$ cat config.mk
export PLATFORM = sky130hd
export DESIGN_NAME = hsid_x_ctrl_flat
export DESIGN_NICKNAME = d
export VERILOG_FILES = /design/src/rtl/hsid_pkg.sv /design/src/rtl/hsid_x_ctrl_if.sv /design/src/rtl/hsid_mse_min_max.sv /design/src/rtl/hsid_x_ctrl.sv /design/src/flat_wrapper.sv
export SDC_FILE = /design/constraint.sdc
export NUM_CORES = 1
export LEC_CHECK = 0
export CORE_MARGIN = 3
export CORE_UTILIZATION = 53
export DETAILED_ROUTE_END_ITERATION = 10
export GPL_ROUTABILITY_DRIVEN = 1
export PLACE_DENSITY = 0.87
export SLEW_MARGIN = 20
export SYNTH_ARGS = -nofsm -noshare
export SYNTH_HDL_FRONTEND = slang
export SYNTH_SLANG_ARGS = --single-unit
$ cat constraint.sdc
create_clock -name clk -period 7 [get_ports clk]
set_clock_uncertainty 0.2 [all_clocks]
set_input_delay 1.75 -clock clk [delete_from_list [all_inputs] [get_ports clk]]
set_output_delay 1.75 -clock clk [all_outputs]
set_load 0.03 [all_outputs]
$ cat src/rtl/hsid_pkg.sv
// rtl/hsid_pkg.sv - shared widths, constants and FSM state type for the HSpecID-X control stage
package hsid_pkg;

    localparam int HSID_WORD_WIDTH        = 32;
    localparam int HSID_HSP_BANDS_WIDTH   = 8;
    localparam int HSID_HSP_LIBRARY_WIDTH = 8;

    localparam logic [HSID_WORD_WIDTH-1:0] HSID_MSE_INIT_MIN = '1;
    localparam int HSID_ADDR_BYTES_PER_BAND = 4;

    typedef enum logic [1:0] {
        IDLE   = 2'd0,
        RUN    = 2'd1,
        DRAIN  = 2'd2,
        FINISH = 2'd3
    } hsid_x_ctrl_state_t;

endpackage

$ cat src/rtl/hsid_x_ctrl_if.sv
// rtl/hsid_x_ctrl_if.sv - job request / MSE result bus between hsid_x_ctrl and the MSE datapath
interface hsid_x_ctrl_if
    import hsid_pkg::*;
#(
    parameter int WORD_WIDTH        = HSID_WORD_WIDTH,
    parameter int HSP_BANDS_WIDTH   = HSID_HSP_BANDS_WIDTH,
    parameter int HSP_LIBRARY_WIDTH = HSID_HSP_LIBRARY_WIDTH
);

    logic                         job_valid;
    logic                         job_ready;
    logic [HSP_LIBRARY_WIDTH-1:0] job_ref;
    logic [WORD_WIDTH-1:0]        job_lib_addr;
    logic [WORD_WIDTH-1:0]        job_cap_addr;
    logic [HSP_BANDS_WIDTH-1:0]   job_bands;

    logic                         res_valid;
    logic [HSP_LIBRARY_WIDTH-1:0] res_ref;
    logic [WORD_WIDTH-1:0]        res_value;

    modport master (
        output job_valid, job_ref, job_lib_addr, job_cap_addr, job_bands,
        input  job_ready,
        input  res_valid, res_ref, res_value
    );

    modport slave (
        input  job_valid, job_ref, job_lib_addr, job_cap_addr, job_bands,
        output job_ready,
        output res_valid, res_ref, res_value
    );

endinterface

$ cat src/rtl/hsid_mse_min_max.sv
// rtl/hsid_mse_min_max.sv - running minimum/maximum MSE tracker with library reference capture
module hsid_mse_min_max
    import hsid_pkg::*;
#(
    parameter int WORD_WIDTH = HSID_WORD_WIDTH,
    parameter int REF_WIDTH  = HSID_HSP_LIBRARY_WIDTH
) (
    input  logic                  clk,
    input  logic                  rst,
    input  logic                  init,
    input  logic                  update,
    input  logic [WORD_WIDTH-1:0] value,
    input  logic [REF_WIDTH-1:0]  ref_idx,
    output logic [WORD_WIDTH-1:0] min_value,
    output logic [REF_WIDTH-1:0]  min_ref,
    output logic [WORD_WIDTH-1:0] max_value,
    output logic [REF_WIDTH-1:0]  max_ref
);

    localparam logic [WORD_WIDTH-1:0] INIT_MIN = {WORD_WIDTH{HSID_MSE_INIT_MIN[0]}};

    // Strict compares: results arrive in index order, so an equal value never displaces the earlier ref.
    always_ff @(posedge clk) begin
        if (rst || init) begin
            min_value <= INIT_MIN;
            min_ref   <= '0;
            max_value <= '0;
            max_ref   <= '0;
        end else if (update) begin
            if (value < min_value) begin
                min_value <= value;
                min_ref   <= ref_idx;
            end
            if (value > max_value) begin
                max_value <= value;
                max_ref   <= ref_idx;
            end
        end
    end

endmodule

$ cat src/rtl/hsid_x_ctrl.sv
// rtl/hsid_x_ctrl.sv - sequences one MSE job per library pixel and collects in-order results
module hsid_x_ctrl
    import hsid_pkg::*;
#(
    parameter int WORD_WIDTH        = HSID_WORD_WIDTH,
    parameter int HSP_BANDS_WIDTH   = HSID_HSP_BANDS_WIDTH,
    parameter int HSP_LIBRARY_WIDTH = HSID_HSP_LIBRARY_WIDTH
) (
    input  logic                         clk,
    input  logic                         rst,
    input  logic                         start,
    input  logic                         clear,
    input  logic [HSP_LIBRARY_WIDTH-1:0] library_size,
    input  logic [HSP_BANDS_WIDTH-1:0]   pixel_bands,
    input  logic [WORD_WIDTH-1:0]        captured_pixel_addr,
    input  logic [WORD_WIDTH-1:0]        library_pixel_addr,
    output logic                         idle,
    output logic                         ready,
    output logic                         done,
    output logic                         error,
    output logic                         cancelled,
    output logic                         interruption,
    output logic [HSP_LIBRARY_WIDTH-1:0] mse_min_ref,
    output logic [HSP_LIBRARY_WIDTH-1:0] mse_max_ref,
    output logic [WORD_WIDTH-1:0]        mse_min_value,
    output logic [WORD_WIDTH-1:0]        mse_max_value,
    hsid_x_ctrl_if.master                dp
);

    localparam int CW = HSP_LIBRARY_WIDTH + 1;

    hsid_x_ctrl_state_t state_q, state_d;

    logic [CW-1:0]                issue_cnt_q, rcv_cnt_q, outstanding;
    logic [HSP_LIBRARY_WIDTH-1:0] lib_size_q;
    logic [HSP_BANDS_WIDTH-1:0]   bands_q;
    logic [WORD_WIDTH-1:0]        cap_addr_q, lib_addr_q, stride_q;
    logic                         done_q, error_q, cancelled_q, irq_q;

    logic cfg_ok, job_fire, ref_ok, last_res;
    logic mm_init, mm_update, evt_irq, set_err, set_cancel, set_done, clr_status, latch_cfg;

    assign cfg_ok      = (library_size != '0) && (pixel_bands != '0);
    assign job_fire    = dp.job_valid && dp.job_ready;
    assign ref_ok      = ({1'b0, dp.res_ref} == rcv_cnt_q);
    assign last_res    = ((rcv_cnt_q + CW'(1)) == {1'b0, lib_size_q});
    assign outstanding = issue_cnt_q - rcv_cnt_q;

    always_comb begin
        state_d    = state_q;
        mm_init    = 1'b0;
        mm_update  = 1'b0;
        evt_irq    = 1'b0;
        set_err    = 1'b0;
        set_cancel = 1'b0;
        set_done   = 1'b0;
        clr_status = 1'b0;
        latch_cfg  = 1'b0;
        case (state_q)
            IDLE: begin
                if (clear) begin
                    clr_status = 1'b1;
                    mm_init    = 1'b1;
                end else if (start) begin
                    if (cfg_ok) begin
                        latch_cfg  = 1'b1;
                        clr_status = 1'b1;
                        mm_init    = 1'b1;
                        state_d    = RUN;
                    end else begin
                        set_err = 1'b1;
                        evt_irq = 1'b1;
                    end
                end
            end
            RUN: begin
                // Cancel takes priority over any result arriving in the same cycle.
                if (clear) begin
                    set_cancel = 1'b1;
                    evt_irq    = 1'b1;
                    state_d    = DRAIN;
                end else if (dp.res_valid) begin
                    if (!ref_ok) begin
                        set_err = 1'b1;
                        evt_irq = 1'b1;
                        state_d = DRAIN;
                    end else begin
                        mm_update = 1'b1;
                        if (last_res) begin
                            set_done = 1'b1;
                            evt_irq  = 1'b1;
                            state_d  = FINISH;
                        end
                    end
                end
            end
            DRAIN: begin
                if ((outstanding == '0) || (dp.res_valid && (outstanding == CW'(1)))) begin
                    state_d = IDLE;
                end
            end
            FINISH: state_d = IDLE;
            default: state_d = IDLE;
        endcase
    end

    always_ff @(posedge clk) begin
        if (rst) begin
            state_q     <= IDLE;
            issue_cnt_q <= '0;
            rcv_cnt_q   <= '0;
            lib_size_q  <= '0;
            bands_q     <= '0;
            cap_addr_q  <= '0;
            lib_addr_q  <= '0;
            stride_q    <= '0;
            done_q      <= 1'b0;
            error_q     <= 1'b0;
            cancelled_q <= 1'b0;
            irq_q       <= 1'b0;
        end else begin
            state_q <= state_d;
            // Back-to-back events (e.g. two rejected starts) must not merge into a two-cycle strobe.
            irq_q   <= evt_irq && !irq_q;
            if (clr_status) begin
                done_q      <= 1'b0;
                error_q     <= 1'b0;
                cancelled_q <= 1'b0;
            end
            if (set_err)    error_q     <= 1'b1;
            if (set_cancel) cancelled_q <= 1'b1;
            if (set_done)   done_q      <= 1'b1;
            if (latch_cfg) begin
                lib_size_q  <= library_size;
                bands_q     <= pixel_bands;
                cap_addr_q  <= captured_pixel_addr;
                lib_addr_q  <= library_pixel_addr;
                stride_q    <= WORD_WIDTH'(pixel_bands) * WORD_WIDTH'(HSID_ADDR_BYTES_PER_BAND);
                issue_cnt_q <= '0;
                rcv_cnt_q   <= '0;
            end else begin
                if (job_fire) begin
                    issue_cnt_q <= issue_cnt_q + CW'(1);
                    lib_addr_q  <= lib_addr_q + stride_q;
                end
                if (dp.res_valid && ((state_q == RUN) || ((state_q == DRAIN) && (outstanding != '0)))) begin
                    rcv_cnt_q <= rcv_cnt_q + CW'(1);
                end
            end
        end
    end

    hsid_mse_min_max #(
        .WORD_WIDTH (WORD_WIDTH),
        .REF_WIDTH  (HSP_LIBRARY_WIDTH)
    ) u_min_max (
        .clk       (clk),
        .rst       (rst),
        .init      (mm_init),
        .update    (mm_update),
        .value     (dp.res_value),
        .ref_idx   (dp.res_ref),
        .min_value (mse_min_value),
        .min_ref   (mse_min_ref),
        .max_value (mse_max_value),
        .max_ref   (mse_max_ref)
    );

    assign idle         = (state_q == IDLE);
    assign ready        = (state_q == IDLE);
    assign done         = done_q;
    assign error        = error_q;
    assign cancelled    = cancelled_q;
    assign interruption = irq_q;

    assign dp.job_valid    = (state_q == RUN) && (issue_cnt_q < {1'b0, lib_size_q});
    assign dp.job_ref      = issue_cnt_q[HSP_LIBRARY_WIDTH-1:0];
    assign dp.job_lib_addr = lib_addr_q;
    assign dp.job_cap_addr = cap_addr_q;
    assign dp.job_bands    = bands_q;

endmodule
$ cat src/flat_wrapper.sv
// flat-port wrapper written by rule: the top's interface ports become plain ports
module hsid_x_ctrl_flat import hsid_pkg::*;
#(
    parameter int WORD_WIDTH        = HSID_WORD_WIDTH,
    parameter int HSP_BANDS_WIDTH   = HSID_HSP_BANDS_WIDTH,
    parameter int HSP_LIBRARY_WIDTH = HSID_HSP_LIBRARY_WIDTH
)
  (clk, rst, start, clear, library_size, pixel_bands, captured_pixel_addr, library_pixel_addr, idle, ready, done, error, cancelled, interruption, mse_min_ref, mse_max_ref, mse_min_value, mse_max_value, dp_job_valid, dp_job_ref, dp_job_lib_addr, dp_job_cap_addr, dp_job_bands, dp_job_ready, dp_res_valid, dp_res_ref, dp_res_value);
  hsid_x_ctrl_if #(.WORD_WIDTH(WORD_WIDTH), .HSP_BANDS_WIDTH(HSP_BANDS_WIDTH), .HSP_LIBRARY_WIDTH(HSP_LIBRARY_WIDTH)) dp_i ();
  input  logic clk;
  input  logic rst;
  input  logic start;
  input  logic clear;
  input  logic [HSP_LIBRARY_WIDTH-1:0] library_size;
  input  logic [HSP_BANDS_WIDTH-1:0] pixel_bands;
  input  logic [WORD_WIDTH-1:0] captured_pixel_addr;
  input  logic [WORD_WIDTH-1:0] library_pixel_addr;
  output logic idle;
  output logic ready;
  output logic done;
  output logic error;
  output logic cancelled;
  output logic interruption;
  output logic [HSP_LIBRARY_WIDTH-1:0] mse_min_ref;
  output logic [HSP_LIBRARY_WIDTH-1:0] mse_max_ref;
  output logic [WORD_WIDTH-1:0] mse_min_value;
  output logic [WORD_WIDTH-1:0] mse_max_value;
  output wire logic [$bits(dp_i.job_valid)-1:0] dp_job_valid;
  output wire logic [$bits(dp_i.job_ref)-1:0] dp_job_ref;
  output wire logic [$bits(dp_i.job_lib_addr)-1:0] dp_job_lib_addr;
  output wire logic [$bits(dp_i.job_cap_addr)-1:0] dp_job_cap_addr;
  output wire logic [$bits(dp_i.job_bands)-1:0] dp_job_bands;
  input wire logic [$bits(dp_i.job_ready)-1:0] dp_job_ready;
  input wire logic [$bits(dp_i.res_valid)-1:0] dp_res_valid;
  input wire logic [$bits(dp_i.res_ref)-1:0] dp_res_ref;
  input wire logic [$bits(dp_i.res_value)-1:0] dp_res_value;
  assign dp_job_valid = dp_i.job_valid;
  assign dp_job_ref = dp_i.job_ref;
  assign dp_job_lib_addr = dp_i.job_lib_addr;
  assign dp_job_cap_addr = dp_i.job_cap_addr;
  assign dp_job_bands = dp_i.job_bands;
  assign dp_i.job_ready = dp_job_ready;
  assign dp_i.res_valid = dp_res_valid;
  assign dp_i.res_ref = dp_res_ref;
  assign dp_i.res_value = dp_res_value;
  hsid_x_ctrl #(.WORD_WIDTH(WORD_WIDTH), .HSP_BANDS_WIDTH(HSP_BANDS_WIDTH), .HSP_LIBRARY_WIDTH(HSP_LIBRARY_WIDTH)) u_core (.clk(clk), .rst(rst), .start(start), .clear(clear), .library_size(library_size), .pixel_bands(pixel_bands), .captured_pixel_addr(captured_pixel_addr), .library_pixel_addr(library_pixel_addr), .idle(idle), .ready(ready), .done(done), .error(error), .cancelled(cancelled), .interruption(interruption), .mse_min_ref(mse_min_ref), .mse_max_ref(mse_max_ref), .mse_min_value(mse_min_value), .mse_max_value(mse_max_value), .dp(dp_i));
endmodule
# Word level (Yosys, flattened, before mapping)
# Index checks and enable logic that the tools add are counted.
[totals] wordCells=101 regBits=184 out_inout_bits=167 in_bits=126
[classes] order_cmp=3 n_eq_ne=12 n_addsub=4 muxes=43 n_reduce_logical=24
[ops] op="$mux W32" n=2
[ops] op="$add A32 B10 Y32" n=1
[ops] op="$gt A32 B32 Y1" n=1
[ops] op="$lt A32 B32 Y1" n=1
[ops] op="$mux W1" n=30
[ops] op="$add A9 B1 Y9 const B" n=2
[ops] op="$mux W2" n=8
[ops] op="$reduce_bool A8 Y1" n=2
[ops] op="$eq A8 B9 Y1" n=1
[ops] op="$eq A9 B1 Y1 const B" n=1
[ops] op="$eq A9 B8 Y1" n=1
[ops] op="$logic_not A9 Y1" n=1
[ops] op="$lt A9 B8 Y1" n=1
[ops] op="$reduce_bool A9 Y1" n=1
[ops] op="$sub A9 B9 Y9" n=1
[ops] op="$pmux W2 S4" n=1
[ops] op="$reduce_bool A2 Y1" n=4
[ops] op="$logic_and A1 B1 Y1" n=7
[ops] op="$reduce_and A6 Y1" n=1
[ops] op="$eq A2 B2 Y1 const B" n=2
[ops] op="$ne A2 B1 Y1 const B" n=2
[ops] op="$ne A2 B2 Y1 const B" n=2
[ops] op="$ne A4 B4 Y1 const B" n=1
[ops] op="$pmux W1 S2" n=2
[ops] op="other kinds (7)" n=10

# Longest topological paths before layout
# Gate-level depths: netlist of the first run.
[depth] word_depth=8 depth_mapped=11 mapped_depth_nobuf=10

# Hierarchy
# From an unflattened synthesis of the first run, not the netlist that was laid out.
[unflattened] cells_unflattened=1297 area_unflattened_um2=10578.9
[modules_own_cells] mod="hsid_x_ctrl" cells_per_inst=725 area_each_um2=5754.3 instances=1 seq_area_each_um2=2082.0
[modules_own_cells] mod="hsid_mse_min_max" cells_per_inst=572 area_each_um2=4824.6 instances=1 seq_area_each_um2=1601.5

# Worst setup path before layout of the first run
# OpenSTA, ideal clock, no wires.
[synth_timing] kind="input -> register" start="input dp_res_value[27]" end="register u_core.u_min_max.max_value[30]" n_path_buf=2 setup_ps=116 required_ps=6684 setup_slack_ps=3044 path_stages=10 arrival_ps=3639 path_cell_list="ha_1 -> a211o_1 -> a31oi_1 -> o21ai_0 -> a221oi_1 -> nand4_1 -> and2_1 -> clkbuf_1 -> buf_2 -> a31o_2"
[synth_between] elab_chain_cells=2
[synth_lines] element="start: declaration" line_no="flat_wrapper.sv:36" text="input wire logic [$bits(dp_i.res_value)-1:0] dp_res_value;"
[synth_lines] element="$gt A32 B32 Y1" line_no="hsid_mse_min_max.sv:34" text="if (value > max_value) begin"
[synth_lines] element="$reduce_and A2 Y1 (no line)"
[synth_lines] element="end signal: assignment" line_no="hsid_mse_min_max.sv:35" text="max_value <= value;"
[synth_lines] element="end: declaration" line_no="hsid_mse_min_max.sv:16" text="output logic [WORD_WIDTH-1:0] max_value,"
# Every way passes these cells.
# A chain may end at the register's enable or synchronous reset.

# Worst setup path after layout of the first run
[layout_timing] start="input dp_res_value[30]" end="register u_core.u_min_max.max_ref[5]"
[layout_between] elab_chain_cells=2
[layout_lines] element="$gt A32 B32 Y1" line_no="hsid_mse_min_max.sv:34"
[layout_lines] element="$reduce_and A2 Y1 (no line)"
[layout_lines] element="end signal: assignment" line_no="hsid_mse_min_max.sv:36" text="max_ref <= ref_idx;"
[layout_lines] element="end: declaration" line_no="hsid_mse_min_max.sv:17" text="output logic [REF_WIDTH-1:0] max_ref"
# Every way passes these cells.

==> out/qor.yml, run 1 <==
area_delta_synth_final_pct: 34.18
fmax_mhz: 205.7
min-delay-start: "u_core.dp.job_cap_addr[22]"
tightest_slew_ps: 867.4
hold_viol_final: 0
whs_ps: 253.7
multi_input_area_um2: 6165
drive_gt1_share_pct: 6.330
powerDensity_nw_per_um2: 174.5
antenna_found_initial: 1
io_buffer_count: 292
synth_nets: 1533
cts.repair.resized: 0
die_area_um2: 21600
dpl.hpwl_mm: 25.23
worstSetupEndpointType: "flip-flop"
switching_power_mw: 0.7263
first_pass_iters: 5
final_cells: 1825
io_pins: 293
cp_slowest_cell: "and2_1"
num_rows: 50
ys.flop_type: "dfxtp_1"
grt_pass1_wl_mm: 54.79
drtAntennaViolNets: 0
drv_cap: 0
critPathMaxStageDelay_ps: 710
viasPerCell: 6.003
worst_path_most_repeated_cell: "nand4_1"
synthDistinctLibCells: 73
final_common_cell: "clkdlybuf4s50_1"
internal_power_mw: 1.740
setup_slack_ps: 2138
crit_chain: "clkdlybuf4s50_1 > ha_1 > nand4_1 > nor2_1 > nand3_1 > or3_1 > nand4_1 > and2_1 > buf_4 > mux2i_1"
gp_congestion: 0.9070
dp_slack_ps: 1794
cts_buffers: 17
drt_iter0_drc: 748
core_um2: 19080
grt_use_total_pct: 30.71
clock_power_share_pct: 38.3
final_nets: 1767
clk_pin_slew_ps: 70
crit_required_ps: 7160
clock_sinks: 184
grt_start_max_net_pins: 66
fillers: 1415
worstSkewPairLatency_ps: 430
routedWlPerCell_um: 18.92
synth_edf_count: 0
h-tree-depth: 4
combPwrFrac_pct: 16.8
first_global_vias: 10640
final_cell_mix: "clkdlybuf4s50_1, dfxtp_1, nand2_1, nand3_1, inv_1"
drc_errors: 0
peakVddDrop_v: 0.0002017
maxSlewViolCount: 0
seqPwrFrac_pct: 44.8
p_sw_share_pct: 29.46
syn-cell-area_um2: 10530
start_util_pct: 55.19
regToRegStartpoint: "u_core.u_min_max.max_value[27]"
critPathLaunch: "dp_res_value[30]"
status: "finished, final reports clean"
synth_seq_cells: 184
cts_tree: "yes"
die_h_um: 147.0
cts_setup_buffers: 0
via_count: 10960
yosysSeqAreaShare_pct: 34.98
finalCriticalPeriod_ps: 4862
rsz0062_at_grt: "no"
fp.dieW_um: 147.0
dp.cells: 1791
p_leak_nw: 5.579
syn_avg_cell_area_um2: 7.996
finalSetupTns_ps: 0
cp-start-kind: "primary input"
worstSetupPathType: "primary input to flip-flop"
path_max_fanout: 21
arrival_ps: 5020
setup_viol: 0
hp-class: "flip-flop to flip-flop"
yosys_warnings: 0
synthArstFlopShare_pct: 0
overflow: 0
fin_crit_sh_pct: 69.45
relSlewSlack_pct: 42.18
routed_wl_mm: 34.53
hold_buffers: 0
ctsLongestPathBuffers: 2
regArea_um2: 3684
syn_inst: 1317
clockRootBuffer: "clkbuf_16"
[path summary, 6_finish.rpt]
| path | cells past startpoint | endpoint | slack [ps] |
|---|---|---|---|
| worst min register to register | 2 | u_core.dp.job_cap_addr[22] | 250 |
| worst max register to register | 10 | u_core.u_min_max.max_ref[5] | 3560 |
| worst max-delay path | 10 | u_core.u_min_max.max_ref[5] | 2140 |
| worst min-delay path | 2 | u_core.dp.job_cap_addr[22] | 250 |
[cell usage after synthesis (all sizes together), types with 6 or more instances]
library cell	n	share of area, %
a31o	32	2.7
nand2	181	6.5
a21o	13	0.93
a211o	6	0.50
mux2i	19	1.8
a311oi	9	0.75
a211oi	58	4.2
nand4	25	1.5
clkbuf	67	2.4
buf	22	1.3
nand2b	10	0.59
xnor2	20	1.7
dfxtp	184	35
ha	88	10
nor3	22	1.1
a31oi	11	0.65
nand3	100	4.8
and3	15	0.89
xor2	20	1.7
a21oi	79	3.8
nor4	11	0.77
nor2	69	2.5
inv	94	3.4
o21ai	77	3.7
[layer usage]
| layer | wire length (µm) | up-vias | part of all wire (%) | global-route usage, % |
|---|---|---|---|---|
| li1 | - | 5171 | - | - |
| met1 | 13380 | 5162 | 39 | 37.14 |
| met2 | 16530 | 550 | 48 | 51.60 |
| met3 | 3514 | 72 | 10 | 8.606 |
| met4 | 1111 | 0 | 3.2 | 12.67 |
| met5 | 0 | - | 0 | 0 |
[cell families after synthesis]
group	count (synthesis)	synth area share [%]
flip-flops	184	34.98
AO/OA/AOI/OAI	335	21.11
XOR/XNOR	40	3.327
buffers and inverters	184	7.045
AND/OR/NAND/NOR	463	20.68
adder cells (fa/ha/maj)	90	10.84
multiplexers	21	2.020
[worst max-delay path, delay by kind of cell]
family,cells,cell delay [ps]
AND/OR/NAND/NOR,6,1670
buffers and inverters,2,990
adder cells (fa/ha/maj),1,370
multiplexers,1,240
[flip-flops by register name, indices dropped and copies added (netlist names), 2 cells and up]
register	cells
u_core.issue_cnt_q	9
u_core.lib_size_q	8
u_core.u_min_max.max_value	32
u_core.dp.job_bands	8
u_core.rcv_cnt_q	9
u_core.dp.job_lib_addr	32
u_core.state_q	2
u_core.dp.job_cap_addr	32
u_core.u_min_max.max_ref	8
u_core.u_min_max.min_value	32
u_core.u_min_max.min_ref	8
[power groups by stage]
| stage | clock network [mW] | registers [mW] | logic, mW |
|---|---|---|---|
| 2_1_floorplan | 0 | 1.17 | 0.170 |
| 3_3_place_gp | 0 | 1.13 | 0.401 |
| 3_5_place_dp | 0 | 1.13 | 0.408 |
| 4_1_cts | 0.951 | 1.11 | 0.412 |
| 5_1_grt | 0.991 | 1.11 | 0.446 |
| 6_report | 0.945 | 1.11 | 0.415 |
[through the flow]
stage	power, mW	utilization [%]	cell area [µm²]
2_1_floorplan	1.344	-	10530
3_3_place_gp	1.529	70.90	13530
3_5_place_dp	1.537	70.90	13530
4_1_cts	2.468	73.89	14100
5_1_grt	2.547	74.06	14130
6_report	2.466	74.06	14130
[cell type report]
type | count | area share (%)
multi-input combinational | 949 | 43.62
clock buffer | 18 | 3.108
timing repair buffer | 304 | 21.43
tap | 260 | 2.302
inverter | 95 | 2.523
clock inverter | 14 | 0.9297
antenna | 1 | 0.01771
sequential | 184 | 26.07
No activity file was read; power rests on OpenSTA's default activity.
==> inputs of run 2 (changes only) <==
--- a/config.mk
+++ b/config.mk
@@ -6,10 +6,10 @@
 export NUM_CORES = 1
 export LEC_CHECK = 0
 export CORE_MARGIN = 3
-export CORE_UTILIZATION = 53
+export CORE_UTILIZATION = 44
 export DETAILED_ROUTE_END_ITERATION = 10
 export GPL_ROUTABILITY_DRIVEN = 1
-export PLACE_DENSITY = 0.87
+export PLACE_DENSITY = 0.77
 export SLEW_MARGIN = 20
 export SYNTH_ARGS = -nofsm -noshare
 export SYNTH_HDL_FRONTEND = slang
==> constraint.sdc (replaced) <==
create_clock -name clk -period 4.3 [get_ports clk]
set_clock_uncertainty 0.2 [all_clocks]
set_input_delay 1.075 -clock clk [delete_from_list [all_inputs] [get_ports clk]]
set_output_delay 1.075 -clock clk [all_outputs]
set_load 0.03 [all_outputs]
==> run 2 against run 1 <==
Power rose by 63%. Utilization fell by 12 points. Cell area rose by 1.2%. Register-to-register slack got worse by 2600 ps. Non-clock buffer count rose by 13. Critical path depth fell by 3. Flip-flop and latch count did not move. Worst hold slack got worse by 8.8 ps. Routed wire length fell by 0.82%. Critical path type is now flip-flop to primary output. Largest power group unchanged. Highest routed layer unchanged.
==> out/qor.yml, run 2 (synthesis gave the netlist of run 1 again) <==
powerDensity_nw_per_um2: 281.1  # +61%
drive_gt1_share_pct: 7.102  # +0.77 points
routedWlPerCell_um: 18.12  # -4.2%
finalSetupTns_ps: 0  # unchanged
worstSetupPathType: "flip-flop to primary output"
first_pass_iters: 6  # +1
clockRootBuffer: "clkbuf_16"
core_um2: 23050  # +21%
fillers: 2012  # +42%
fin_total_pwr_mw: 4.020  # +63%
p_leak_nw: 5.646  # +1.2%
regToRegStartpoint: "u_core.issue_cnt_q[0]"
viasPerCell: 5.730  # -4.5%
relSlewSlack_pct: 43.96  # +1.8 points
final_cells: 1890  # +3.6%
grt_start_max_net_pins: 100  # +52%
final_common_cell: "clkdlybuf4s50_1"
dp.cells: 1858  # +3.7%
start_util_pct: 45.68  # -9.5 points
status: "finished, final reports clean"
area_delta_synth_final_pct: 35.77
finalCriticalPeriod_ps: 3917
hp-class: "flip-flop to flip-flop"
die_h_um: 160.7  # +9.4%
fmax_mhz: 255.3
crit_required_ps: 3020  # -4140 ps
tightest_slew_ps: 840.6  # -26.76 ps
cts_buffers: 17  # unchanged
gp_congestion: 0.9006  # -0.71%
cp-start-kind: "flip-flop"
cts_setup_buffers: 0  # unchanged
peakVddDrop_v: 0.0002345  # +16%
drv_cap: 0  # unchanged
antenna_found_initial: 0  # -1
first_global_vias: 10640  # +0.056%
routed_wl_mm: 34.25  # -0.82%
clock_sinks: 184  # unchanged
io_buffer_count: 292  # unchanged
hold_depth: 1  # -1
die_area_um2: 25830  # +20%
drtAntennaViolNets: 0  # unchanged
grt_use_total_pct: 25.93  # -4.8 points
worst_r2r_path_depth: 9  # -1
final_nets: 1780  # +0.74%
fp.dieW_um: 160.7  # +9.4%
arrival_ps: 2640  # -2380 ps
min-delay-start: "u_core.interruption"
h-tree-depth: 4  # unchanged
hold_buffers: 0  # unchanged
rsz0062_at_grt: "no"
worstSkewPairLatency_ps: 430  # about the same
grt_pass1_wl_mm: 55.21  # +0.77%
fin_crit_sh_pct: 91.10
hold_end: "u_core.interruption"
r2r_setup_slack_ps: 990  # -2570 ps
worstSetupEndpointType: "primary output"
hold_viol_final: 0  # unchanged
timing.rr.end: "u_core.rcv_cnt_q[8]"
dpl.hpwl_mm: 25.49  # +1.0%
cts.repair.resized: 0  # unchanged
ctsLongestPathBuffers: 2  # unchanged
clk_pin_slew_ps: 70  # about the same
via_count: 10830  # -1.2%
final_cell_mix: "clkdlybuf4s50_1, dfxtp_1, nand2_1, nand3_1, inv_1"
cts_tree: "yes"
antenna_cells: 0  # -1
drt_iter0_drc: 794  # +6.1%
setup_viol: 0  # unchanged
num_rows: 55  # +10%
maxSlewViolCount: 0  # unchanged
overflow: 0  # unchanged
drc_errors: 0  # unchanged
io_pins: 293  # unchanged
path_max_fanout: 3  # -86%
-- run 2: final cells by class --
class	instances	area, µm²	area share, %
multi-input combinational	949	6163	43.10
sequential	184	3684	25.76
timing repair buffer	317	3143	21.98
clock buffer	17	425.4	2.975
tap	313	391.6	2.739
inverter	95	356.6	2.494
clock inverter	15	135.1	0.9451
-- run 2: per-stage QoR --
| step | utilization, % | setup slack [ps] | cell area [µm²] | hold slack [ps] |
|---|---|---|---|---|
| final | 62.02 | 382.8 | 14300 | 244.8 |
| after global placement | 59.59 | 339.8 | 13740 | 227.5 |
| after CTS | 62.02 | 350.7 | 14300 | 243.9 |
| after floorplan | - | 1019 | 10530 | 260.8 |
| after global routing | 62.02 | 240.2 | 14300 | 270.9 |
| after detailed placement | 59.59 | 236.4 | 13740 | 222.7 |
-- run 2: worst max path at each step --
stage	startpoint	to	slack, ps	depth (start not counted)
after floorplan	dp_res_value[27]	u_core.u_min_max.max_value[30]	1020	10
after global placement	dp_res_value[17]	u_core.u_min_max.min_value[2]	340	10
after detailed placement	dp_res_value[17]	u_core.u_min_max.min_value[9]	240	10
after CTS	u_core.lib_size_q[7]	dp_job_valid	350	7
after global routing	u_core.lib_size_q[7]	dp_job_valid	240	7
final	u_core.lib_size_q[7]	dp_job_valid	380	7
-- run 2: metal layers --
layer  wire [µm]  share of wire, %  global-route usage (%)  up-vias
met4        1068               3.1                   9.542        0
met5           0                 0                       0        -
met1       14230                42                   31.48     5119
met2       15890                46                   43.37      448
met3        3068               9.0                   7.970       69
li1            -                 -                       -     5193
-- run 2: power by group --
| group | total [mW] | switching, mW | internal (mW) | leakage [nW] |
|---|---|---|---|---|
| combinational | 0.681 | 0.378 | 0.303 | 3.88 |
| clock | 1.54 | 0.769 | 0.768 | 0.271 |
| sequential | 1.80 | 0.0500 | 1.75 | 1.49 |
-- run 2: worst max-delay path, stage by stage (launching register included) --
cell and delay (ps):
dfxtp_1 410, inv_1 60, ha_1 180, or4b_4 500
nor3_2 120, o211ai_1 170, nand2_1 100, clkdlybuf4s50_1 680
==> inputs of run 3 (changes only) <==
--- a/config.mk
+++ b/config.mk
@@ -5,11 +5,15 @@
 export SDC_FILE = /design/constraint.sdc
 export NUM_CORES = 1
 export LEC_CHECK = 0
+export CELL_PAD_IN_SITES_DETAIL_PLACEMENT = 2
+export CELL_PAD_IN_SITES_GLOBAL_PLACEMENT = 2
 export CORE_MARGIN = 3
-export CORE_UTILIZATION = 44
+export CORE_UTILIZATION = 25
+export CTS_CLUSTER_DIAMETER = 60
 export DETAILED_ROUTE_END_ITERATION = 10
 export GPL_ROUTABILITY_DRIVEN = 1
-export PLACE_DENSITY = 0.77
+export PLACE_DENSITY_LB_ADDON = 0.1
+export REMOVE_ABC_BUFFERS = 1
 export SLEW_MARGIN = 20
 export SYNTH_ARGS = -nofsm -noshare
 export SYNTH_HDL_FRONTEND = slang
==> run 3 against run 2 <==
Flip-flop and latch count stayed put. Routed wire length is 27% higher. Maximum frequency decreased by 1.5%. Worst hold slack got worse by 3.5 ps. Power up 7.0%. Critical path depth shrank 1. Utilization decreased by 26 points. Clock power grew 16%. Global-route usage is 6.6 points lower. Die area increased by 73%. Non-clock buffer count grew 5. Critical endpoint unchanged.
==> out/qor.yml, run 3 (synthesis gave the netlist of run 1 again) <==
fin_total_pwr_mw: 4.302  # +7.0%
path_max_fanout: 6  # +3
h-tree-depth: 4  # unchanged
grt_use_total_pct: 19.36  # -6.6 points
cts.repair.resized: 0  # unchanged
dp_slack_ps: -8.623  # -245.0 ps
cts_setup_buffers: 0  # unchanged
start_util_pct: 25.56  # -20 points
cts_tree: "yes"
p_leak_nw: 5.740  # +1.7%
io_pins: 293  # unchanged
grt_pass1_wl_mm: 67.83  # +23%
via_count: 10810  # -0.16%
hold_buffers: 0  # unchanged
gp_congestion: 0.7751  # -14%
cp_top_family: "simple AND/OR/NAND/NOR gates"
crit_required_ps: 3020  # about the same
first_global_vias: 11530  # +8.3%
status: "finished, final reports clean"
tightest_slew_ps: 911.0  # +70.43 ps
maxSlewViolCount: 0  # unchanged
critPathMaxStageDelay_ps: 670  # about the same
final_nets: 1785  # +0.28%
worstSkewPairLatency_ps: 450  # +20 ps
cts_buffers: 17  # unchanged
cp-start-kind: "flip-flop"
routedWlPerCell_um: 20.58  # +14%
clk_pin_slew_ps: 70  # about the same
setup_viol: 0  # unchanged
timing.rr.end: "u_core.rcv_cnt_q[8]"
cp_slowest_cell: "clkdlybuf4s50_1"
antenna_found_initial: 4  # +4
hold_depth: 1  # unchanged
setup_slack_ps: 322.3  # -60.51 ps
worstSetupEndpointType: "primary output"
viasPerCell: 5.107  # -11%
hold_end: "u_core.interruption"
dpl.hpwl_mm: 32.15  # +26%
peakVddDrop_v: 0.0002724  # +16%
die_h_um: 211.2  # +31%
fmax_mhz: 251.4  # -1.5%
arrival_ps: 2700  # +60 ps
area_delta_synth_final_pct: 40.31
grt_start_max_net_pins: 80  # -20%
routed_wl_mm: 43.57  # +27%
combPwrFrac_pct: 16.5  # -0.5 points
fp.dieW_um: 211.2  # +31%
drt_iter0_drc: 304  # -62%
cp_num_buf_inv: 1  # -1
worstSetupPathType: "flip-flop to primary output"
regToRegStartpoint: "u_core.issue_cnt_q[0]"
overflow: 0  # unchanged
seqPwrFrac_pct: 41.9  # -2.9 points
finalSetupTns_ps: 0  # unchanged
worst_r2r_path_depth: 9  # unchanged
rsz0062_at_grt: "no"
switching_power_mw: 1.224  # +2.2%
fin_crit_sh_pct: 92.50  # +1.4 points
p_sw_share_pct: 28.44  # -1.3 points
drc_errors: 0  # unchanged
core_um2: 41200  # +79%
r2r_setup_slack_ps: 980  # about the same
powerDensity_nw_per_um2: 291.1  # +3.6%
die_area_um2: 44620  # +73%
internal_power_mw: 3.078  # +9.1%
hp-class: "flip-flop to flip-flop"
first_pass_iters: 4  # -2
drv_cap: 0  # unchanged
drtAntennaViolNets: 0  # unchanged
relSlewSlack_pct: 39.26  # -4.7 points
clock_power_share_pct: 41.6  # +3.4 points
hold_viol_final: 0  # unchanged
clockRootBuffer: "clkbuf_16"
final_common_cell: "clkdlybuf4s50_1"
finalCriticalPeriod_ps: 3978  # +60.51 ps
drive_gt1_share_pct: 7.396  # +0.29 points
num_rows: 74  # +35%
min-delay-start: "u_core.interruption"
crit_chain: "ha_1 > or4b_4 > nor3_2 > o211ai_1 > nand2_1 > clkdlybuf4s50_1"
fillers: 4667  # +130%
io_buffer_count: 292  # unchanged
clock_sinks: 184  # unchanged
ctsLongestPathBuffers: 2  # unchanged
final_cell_mix: "clkdlybuf4s50_1, dfxtp_1, nand2_1, nand3_1, inv_1"
run 3: cell count changes in the layout (fill, tap and decap cells not counted), sizes merged:
cell / before / now
inv: 102 / 98
clkinv: 5 / 6
diode: 0 / 3
clkbuf: 17 / 19
clkinvlp: 3 / 0
bufinv: 0 / 4
buf: 26 / 31
run 3: per-layer routing:
layer / global-route usage, % / part of all wire (%) / up-vias
li1: - / - / 5188
met2: 31.37 / 45 / 218
met1: 25.37 / 46 / 5368
met5: 0 / 0.087 / -
met4: 4.365 / 1.4 / 6
met3: 6.000 / 6.9 / 32
run 3: how the worst max path moves through the flow:
stage | from | end | slack [ps] | cells after the start
floorplan | dp_res_value[17] | u_core.u_min_max.min_ref[0] | -1180 | 8
global placement | dp_res_value[17] | u_core.u_min_max.min_value[17] | 80 | 10
detailed placement | dp_res_value[17] | u_core.u_min_max.min_ref[2] | -9 | 10
CTS | u_core.issue_cnt_q[7] | dp_job_valid | 240 | 6
global route | u_core.issue_cnt_q[7] | dp_job_valid | 160 | 6
finish | u_core.issue_cnt_q[7] | dp_job_valid | 320 | 6
run 3: power groups by stage:
stage | combinational, mW | clock (mW) | sequential, mW
floorplan | 0.251 | 0 | 1.91
global placement | 0.705 | 0 | 1.84
detailed placement | 0.716 | 0 | 1.84
CTS | 0.721 | 1.86 | 1.80
global route | 0.778 | 1.92 | 1.81
finish | 0.711 | 1.79 | 1.80
run 3: area by class of cell:
class	instances	area (µm²)	share of cell area, %
Antenna cell	3	7.507	0.05080
Tap cell	532	665.6	4.505
Clock buffer	19	452.9	3.065
Clock inverter	13	191.4	1.296
Sequential cell	184	3684	24.93
Inverter	95	356.6	2.413
Multi-Input combinational cell	949	6163	41.71
Timing Repair Buffer	322	3256	22.03
run 3: metrics by stage:
stage	area [µm²]	std cells	hold WS (ps)	util, %
after floorplan	10150	1228	254.8	-
after global placement	14120	2082	222.0	34.28
after detailed placement	14120	2082	218.0	34.28
after CTS	14770	2114	242.7	35.85
after global routing	14770	2115	276.3	35.85
final	14780	2117	241.3	35.86
